===== src/rtl/uart_word_tx.sv =====
// UART transmitter that sends one WORD_BYTES-wide word as back-to-back frames
// (start, LSB-first data, optional parity, stop bits). Byte order is set at compile time.
module uart_word_tx #(
    parameter int CLK_FREQ       = 50_000_000,
    parameter int BAUD_RATE      = 9600,
    parameter int DATA_BITS      = 8,
    parameter int WORD_BYTES     = 4,
    parameter int PARITY         = 0,
    parameter int STOP_BITS      = 1,
    parameter int MSB_BYTE_FIRST = 1
) (
    input  logic                             i_clk,
    input  logic                             i_reset,
    input  logic                             i_start,
    input  logic [WORD_BYTES*DATA_BITS-1:0]  i_word,
    output logic                             o_tx,
    output logic                             o_busy,
    output logic                             o_done
);

    localparam int CLKS_PER_BIT = CLK_FREQ / BAUD_RATE;
    localparam int WORD_W       = WORD_BYTES * DATA_BITS;
    localparam int CNT_W        = $clog2(CLKS_PER_BIT);
    localparam int IDX_W        = $clog2(DATA_BITS);
    localparam int BYTE_W       = $clog2(WORD_BYTES + 1);

    typedef enum logic [2:0] {
        S_IDLE,
        S_START,
        S_DATA,
        S_PARITY,
        S_STOP
    } state_t;

    state_t                 state;
    state_t                 state_next;
    logic [CNT_W-1:0]       baud_cnt;
    logic [IDX_W-1:0]       bit_idx;
    logic [BYTE_W-1:0]      byte_cnt;
    logic [WORD_W-1:0]      shift_reg;
    logic [DATA_BITS-1:0]   cur_byte;
    logic                   bit_end;
    logic                   last_data;
    logic                   last_stop;
    logic                   last_byte;
    logic                   frame_end;
    logic                   tx_next;

    // The byte on the line is always taken from the leading end of the shift register
    if (MSB_BYTE_FIRST != 0) begin : g_msb_first
        assign cur_byte = shift_reg[WORD_W-1 -: DATA_BITS];
    end else begin : g_lsb_first
        assign cur_byte = shift_reg[DATA_BITS-1:0];
    end

    assign bit_end   = (baud_cnt == CNT_W'(CLKS_PER_BIT - 1));
    assign last_data = (bit_idx == IDX_W'(DATA_BITS - 1));
    assign last_stop = (bit_idx == IDX_W'(STOP_BITS - 1));
    assign last_byte = (byte_cnt == BYTE_W'(WORD_BYTES - 1));
    assign frame_end = (state == S_STOP) && bit_end && last_stop;

    always_ff @(posedge i_clk or posedge i_reset) begin
        if (i_reset) begin
            state <= S_IDLE;
        end else begin
            state <= state_next;
        end
    end

    always_comb begin
        state_next = state;
        tx_next    = 1'b1;
        case (state)
            S_IDLE: begin
                if (i_start) state_next = S_START;
            end
            S_START: begin
                tx_next = 1'b0;
                if (bit_end) state_next = S_DATA;
            end
            S_DATA: begin
                tx_next = cur_byte[bit_idx];
                if (bit_end && last_data) state_next = (PARITY != 0) ? S_PARITY : S_STOP;
            end
            S_PARITY: begin
                tx_next = (PARITY == 1) ? ~^cur_byte : ^cur_byte;
                if (bit_end) state_next = S_STOP;
            end
            S_STOP: begin
                if (frame_end) state_next = last_byte ? S_IDLE : S_START;
            end
            default: state_next = S_IDLE;
        endcase
    end

    // Outputs lag the state by one cycle so o_tx comes straight from a flop
    always_ff @(posedge i_clk or posedge i_reset) begin
        if (i_reset) begin
            baud_cnt <= '0;
            bit_idx  <= '0;
            byte_cnt <= '0;
            o_tx     <= 1'b1;
            o_busy   <= 1'b0;
            o_done   <= 1'b0;
        end else begin
            o_tx   <= tx_next;
            o_busy <= (state != S_IDLE);
            o_done <= (state == S_IDLE) && o_busy;

            if (state == S_IDLE || state_next != state || bit_end) begin
                baud_cnt <= '0;
            end else begin
                baud_cnt <= baud_cnt + 1'b1;
            end

            if (state_next != state) begin
                bit_idx <= '0;
            end else if (bit_end) begin
                bit_idx <= bit_idx + 1'b1;
            end

            if (state == S_IDLE && i_start) begin
                byte_cnt <= '0;
            end else if (frame_end) begin
                byte_cnt <= byte_cnt + 1'b1;
            end
        end
    end

    always_ff @(posedge i_clk) begin
        if (state == S_IDLE && i_start) begin
            shift_reg <= i_word;
        end else if (frame_end) begin
            shift_reg <= (MSB_BYTE_FIRST != 0) ? (shift_reg << DATA_BITS)
                                               : (shift_reg >> DATA_BITS);
        end
    end

endmodule


===== config.mk =====
export PLATFORM = sky130hd
export DESIGN_NAME = uart_word_tx
export DESIGN_NICKNAME = d
export VERILOG_FILES = /design/src/rtl/uart_word_tx.sv
export SDC_FILE = /design/constraint.sdc
export NUM_CORES = 1
export LEC_CHECK = 0
export ABC_CLOCK_PERIOD_IN_PS = 4300
export CAP_MARGIN = 40
export CELL_PAD_IN_SITES_DETAIL_PLACEMENT = 1
export CELL_PAD_IN_SITES_GLOBAL_PLACEMENT = 1
export CORE_ASPECT_RATIO = 1.1
export CORE_MARGIN = 10
export CORE_UTILIZATION = 44
export CTS_CLUSTER_DIAMETER = 50
export DETAILED_ROUTE_END_ITERATION = 10
export PLACE_DENSITY = 0.84
export SLEW_MARGIN = 20
export SYNTH_ARGS = -nofsm -noshare
export SYNTH_HDL_FRONTEND = slang
export SYNTH_SLANG_ARGS = --single-unit
export TNS_END_PERCENT = 5

===== constraint.sdc =====
create_clock -name i_clk -period 4.3 [get_ports i_clk]
set_input_delay 1.29 -clock i_clk [delete_from_list [all_inputs] [get_ports i_clk]]
set_output_delay 1.29 -clock i_clk [all_outputs]
set_load 0.005 [all_outputs]

==> key figures, run 1 <==
Synthesis
  • Top cell type's share of synthesized area: 34.4%
  • Async SR Flop Fraction: 43.9%
  • Synth Cell Area: 2800 um2
  • Main synth FF type: edfxtp_1
  • Synth Instances: 223
  • Flops & latches, synth: 57
  • Post-synthesis sequential area ratio: 56.8%
  • Synth area leaders: edfxtp_1 (34%), dfrtp_1 (21%), mux2_2 (9.7%)
  • Area share of and/or/nand/nor cells after synthesis: 15.3%
  • Post-synth top cells: edfxtp_1 (32), dfrtp_1 (24), mux2_2 (24)
  • Adder-Cell Fraction of Synth Area: 2.69%
  • Synth Area in XOR/XNOR: 5.01%
  • Most numerous cell in the Yosys netlist: edfxtp_1
  • Mux cell area share after synthesis: 11.2%
  • Syn nets: 264
  • Synth cell types: 43
  • Synth Area per Inst: 12.5 um2
  • Syn. warnings: 0
  • Main combinational cell family by area after synthesis: simple AND/OR/NAND/NOR gates
  • Synth Area in Compound Gates: 5.64%
  • Yosys top cell by area: edfxtp_1
  • Post-synth EDFFs: 32

STA
  • Final setup viols: 0
  • Final hold viol count: 0
  • RSZ-0062 raised after global routing: no
  • Setup WS post-layout: 1.47 ns
  • Relative slew margins: 50.9%
  • Final period utilization: 65.8%
  • Max Freq: 354 MHz
  • Worst slew pin tran: 0.735 ns
  • Fin. max-slew vios: 0
  • Fin crit period: 2.83 ns
  • Clock Skew: 0.0103 ns
  • TNS Setup: 0 ns

Place
  • DP HPWL: 4380 um
  • Cell area after placement: 3260 um2
  • GP Congestion: 0.810
  • Pre-CTS setup slack: 1.20 ns
  • # port buffers: 37
  • Placed Cells incl. Taps: 334

Global route
  • GRT Overall Usage: 14.4%
  • Initial antenna violation count: 0
  • Vias in the first global route: 2128
  • Global-route wire length before repair: 11100 um
  • Total grt overflow: 0
  • Largest net degree at the start of global routing: 36

Floorplanning
  • IO Pins: 38
  • Row cnt: 30
  • Die X: 96.0 um
  • Starting Density: 45.4%
  • Core box area: 6160 um2
  • Die area: 9940 um2
  • Die height: 104 um

Power
  • VDD IR max: 0.190 mV
  • Clock power frac: 38.1%
  • Switch share: 24.2%
  • Seq pwr share: 50.5%
  • Comb pwr share: 11.4%
  • Tot Pwr: 1.29 mW
  • Leak Pwr: 1.28 nW
  • Internal power: 979 uW
  • Net Sw Power: 312 uW
  • Power density cells: 375 nW/um2

Layout
  • Number of nets in the layout: 306
  • Post-route cell area: 3450 um2
  • Max FFs per register: 32
  • Fraction of layout cells with a size suffix above 1: 17.4%
  • Area delta synth->final: 23.3%
  • # diodes: 0
  • Filler cells: 638
  • Post-route insts no fill: 350

Drt
  • DR vias: 1891
  • Antenna viol nets, final: 0
  • DR DRC count: 0
  • Wire per inst: 19.1 um
  • Routed WL: 6700 um
  • Number of DRC markers in iteration 0: 77
  • Vias per Instance: 5.40
  • DR pass1 iterations: 6

CTS
  • Num CTS Buffers: 9
  • Hold Buf Count CTS: 0
  • Clock buffer depth: 2
  • H-tree lvl count: 3
  • Setup bufs post-CTS: 0
  • Clk sinks: 57
  • Clk slew on worst S/H paths: 0.06 ns
  • CTS tree: yes
  • Worst skew pair latency: 0.34 ns
  • Root Buffer: clkbuf_8
  • Resize count post-CTS: 0

Worst setup path
  • Crit path max fanout: 24
  • Setup crit start kind: flip-flop
  • CP Class: reg -> reg
  • Flop2flop setup slack: 1.47 ns
  • Critical path required time: 4.34 ns
  • CP Capture Type: flip-flop
  • Crit path DAT: 2.86 ns

Job
  • Maxcap violations: 0

Outcome
  • Outcome: completed

Hold path
  • Worst hold path class: reg -> reg
-- final timing paths --
kind	start	cells after the start	to
max	baud_cnt[9]$_DFF_PP0_	4	shift_reg[8]$_DFFE_PP_
min	baud_cnt[0]$_DFF_PP0_	1	baud_cnt[0]$_DFF_PP0_
max reg2reg	baud_cnt[9]$_DFF_PP0_	4	shift_reg[8]$_DFFE_PP_
min reg2reg	baud_cnt[0]$_DFF_PP0_	1	baud_cnt[0]$_DFF_PP0_
max in group asynchronous	i_reset	3	baud_cnt[0]$_DFF_PP0_
min in group asynchronous	i_reset	2	o_busy$_DFF_PP0_
-- cells in the final DEF, fill, tap and decap left out, types with 3 or more instances in the layout --
cell             Yosys  routed
clkbuf_8             0      10
nor3_1               4       4
nor2_1              16      16
or3_1                4       4
inv_1                8       8
xor2_1               5       5
and2_1               8       8
ha_1                 6       6
a21oi_1              5       5
clkdlybuf4s50_1      0      37
xnor2_1             11      11
o21ai_0              7       7
mux2_2              24      24
nand2_1             12      12
nand4_1              5       5
edfxtp_1            32      32
o211ai_1             3       3
and3_1               3       3
nand3_1             14      14
dfrtp_1             24      24
-- layer usage --
| metal | routed length [um] | track usage (%) | part of all wire [%] | up-vias |
|---|---|---|---|---|
| li1 | - | - | - | 898 |
| met1 | 2570 | 15.5 | 38 | 953 |
| met2 | 3810 | 25.3 | 57 | 34 |
| met3 | 238 | 3.75 | 3.6 | 6 |
| met4 | 81 | 6.01 | 1.2 | 0 |
| met5 | 0 | 0 | 0 | - |
-- worst max-delay path, cell delays in order (launching register included) --
cell,delay [ns]
dfrtp_1,0.45
nor4b_2,0.51
nand3_1,0.49
o21bai_4,0.76
buf_4,0.31
-- cell type report --
class	count	area (um2)	share of cell area (%)
Sequential cell	57	1590	46.1
Multi-Input combinational cell	149	1130	32.7
Timing Repair Buffer	40	413	12.0
Clock buffer	12	145	4.21
Tap cell	80	100	2.90
Clock inverter	4	43.8	1.27
Inverter	8	30.0	0.871
-- cell families (layout without fill, tap and decap cells) --
family          after synthesis  after routing
buf+inv                      17             64
xor+xnor                     16             16
simple gates                 76             76
mux                          27             27
flops                        57             57
compound gates               24             24
fa+ha+maj                     6              6
-- power groups by stage --
| stage | registers (mW) | logic [mW] | clock network (mW) |
|---|---|---|---|
| after CTS | 0.651 | 0.150 | 0.503 |
| after detailed placement | 0.658 | 0.147 | 0 |
| after global placement | 0.657 | 0.136 | 0 |
| after floorplan | 0.647 | 0.0936 | 0 |
| final | 0.652 | 0.147 | 0.492 |
| after global routing | 0.656 | 0.164 | 0.529 |
-- stage by stage --
stage	utilization, %	hold WS [ns]
2_1_floorplan	-	0.448
3_3_place_gp	52.3	0.469
3_5_place_dp	52.9	0.478
4_1_cts	56.0	0.493
5_1_grt	56.0	0.528
6_report	56.0	0.492
Power figures use the tool's default switching activity.
==> inputs of run 2 (changes only) <==
--- a/config.mk
+++ b/config.mk
@@ -5,7 +5,7 @@
 export SDC_FILE = /design/constraint.sdc
 export NUM_CORES = 1
 export LEC_CHECK = 0
-export ABC_CLOCK_PERIOD_IN_PS = 4300
+export ABC_CLOCK_PERIOD_IN_PS = 2700
 export CAP_MARGIN = 40
 export CELL_PAD_IN_SITES_DETAIL_PLACEMENT = 1
 export CELL_PAD_IN_SITES_GLOBAL_PLACEMENT = 1
==> constraint.sdc (replaced) <==
create_clock -name i_clk -period 2.7 [get_ports i_clk]
set_input_delay 0.81 -clock i_clk [delete_from_list [all_inputs] [get_ports i_clk]]
set_output_delay 0.81 -clock i_clk [all_outputs]
set_load 0.005 [all_outputs]
==> run 2 against run 1 <==
Worst hold slack improved by 0.011 ns. Power grew 49%. Clock power is 33% higher. Global-route usage decreased by 0.92 points. Via count down 2.5%. Routed wire length down 7.2%. Clock skew up 0.00072 ns. Sequential share of layout area increased by 0.51 points. Worst setup slack got worse by 0.93 ns. Cell count unchanged. Register-to-register slack worse by 0.92 ns. Largest power group unchanged.
==> key figures, run 2 (synthesis results as in run 1) <==
Power
  • VDD IR max: 0.285 mV
  • Leak Pwr: 1.27 nW
  • Power density cells: 563 nW/um2
  • Tot Pwr: 1.92 mW

Drt
  • Number of DRC markers in iteration 0: 52
  • Antenna viol nets, final: 0
  • Vias per Instance: 5.27
  • Wire per inst: 17.8 um
  • DR vias: 1844
  • DR DRC count: 0
  • Routed WL: 6210 um
  • DR pass1 iterations: 4

CTS
  • CTS tree: yes
  • Num CTS Buffers: 9
  • Clock buffer depth: 2
  • Clk sinks: 57
  • Root Buffer: clkbuf_8
  • Clk slew on worst S/H paths: 0.06 ns
  • Resize count post-CTS: 0
  • H-tree lvl count: 3
  • Worst skew pair latency: 0.34 ns
  • Hold Buf Count CTS: 0
  • Setup bufs post-CTS: 0

Global route
  • Total grt overflow: 0
  • Global-route wire length before repair: 10400 um
  • Initial antenna violation count: 0
  • GRT Overall Usage: 13.5%
  • Largest net degree at the start of global routing: 37
  • Vias in the first global route: 2048

STA
  • Fin. max-slew vios: 0
  • Max Freq: 463 MHz
  • Final hold viol count: 0
  • Relative slew margins: 66.8%
  • Worst slew pin tran: 0.496 ns
  • Fin crit period: 2.16 ns
  • Final period utilization: 80.0%
  • TNS Setup: 0 ns
  • Clock Skew: 0.0110 ns
  • Final setup viols: 0
  • RSZ-0062 raised after global routing: no

Place
  • # port buffers: 37
  • DP HPWL: 4310 um
  • Placed Cells incl. Taps: 334
  • GP Congestion: 0.776

Hold path
  • Worst hold path class: reg -> reg

Outcome
  • Outcome: completed

Worst setup path
  • Crit path max fanout: 36
  • Critical path required time: 2.73 ns
  • Crit path largest cell delay: 0.48 ns
  • CP Class: in -> reg
  • Setup crit start kind: input pin
  • Delay-heaviest family, CP: buffers and inverters
  • WP buf/inv: 3
  • Crit path DAT: 2.19 ns
  • CP Capture Type: flip-flop
  • Most Frequent Cell on Critical Path: buf_12
  • Crit-path cells: clkdlybuf4s50_1 -> nor4b_4 -> buf_12 -> o21bai_2 -> buf_12
  • CP max-delay cell: clkdlybuf4s50_1

Floorplanning
  • Die X: 96.0 um
  • Die area: 9940 um2
  • Die height: 104 um
  • Row cnt: 30
  • Core box area: 6160 um2
  • Starting Density: 45.4%
  • IO Pins: 38

Job
  • Maxcap violations: 0

Layout
  • Fraction of layout cells with a size suffix above 1: 17.0%
  • Filler cells: 652
  • # diodes: 0
  • Post-route insts no fill: 350
  • Most common cell after layout, fill and taps aside: clkdlybuf4s50_1
  • Number of nets in the layout: 306
  • Max FFs per register: 32
  • Final core utilization: 55.4%
  • Area delta synth->final: 21.9%
  • Most frequent cells in the layout: clkdlybuf4s50_1 (37), edfxtp_1 (32), mux2_2 (24), dfrtp_1 (24), nor2_1 (16)
-- run 2: stage by stage --
stage	hold slack, ns	setup slack [ns]	cell area (um2)
5_1_grt	0.530	0.376	3410
3_5_place_dp	0.480	0.189	3250
4_1_cts	0.500	0.531	3410
3_3_place_gp	0.466	0.207	3250
2_1_floorplan	0.448	0.313	2800
6_report	0.503	0.539	3410
-- run 2: area by class of cell --
class,count,area (um2),share of cell area (%)
Clock inverter,5,22.5,0.661
Sequential cell,57,1590,46.6
Tap cell,80,100,2.94
Multi-Input combinational cell,149,1120,32.8
Clock buffer,11,131,3.85
Inverter,8,30.0,0.881
Timing Repair Buffer,40,418,12.3
-- run 2: routing by layer --
metal	GRT usage [%]	vias to the layer above	wire [um]
li1	-	900	-
met1	15.8	907	2590
met2	21.9	26	3290
met3	3.47	11	214
met4	6.43	0	116
met5	0	-	0
-- run 2: power by group --
| group | internal, mW | switching (mW) |
|---|---|---|
| registers | 0.982 | 0.0542 |
| logic | 0.131 | 0.101 |
| clock network | 0.322 | 0.330 |
-- run 2: worst paths after layout --
kind / start / end / slack [ns] / cells past startpoint
setup / recovery: i_start / shift_reg[4]$_SDFFCE_PN0P_ / 0.54 / 5
hold / removal: baud_cnt[0]$_DFF_PP0_ / baud_cnt[0]$_DFF_PP0_ / 0.50 / 1
setup reg to reg: baud_cnt[0]$_DFF_PP0_ / shift_reg[4]$_SDFFCE_PN0P_ / 0.55 / 5
hold reg to reg: baud_cnt[0]$_DFF_PP0_ / baud_cnt[0]$_DFF_PP0_ / 0.50 / 1
max in group asynchronous: i_reset / o_tx$_DFF_PP1_ / 1.59 / 3
min in group asynchronous: i_reset / state[1]$_DFF_PP0_ / 0.81 / 3
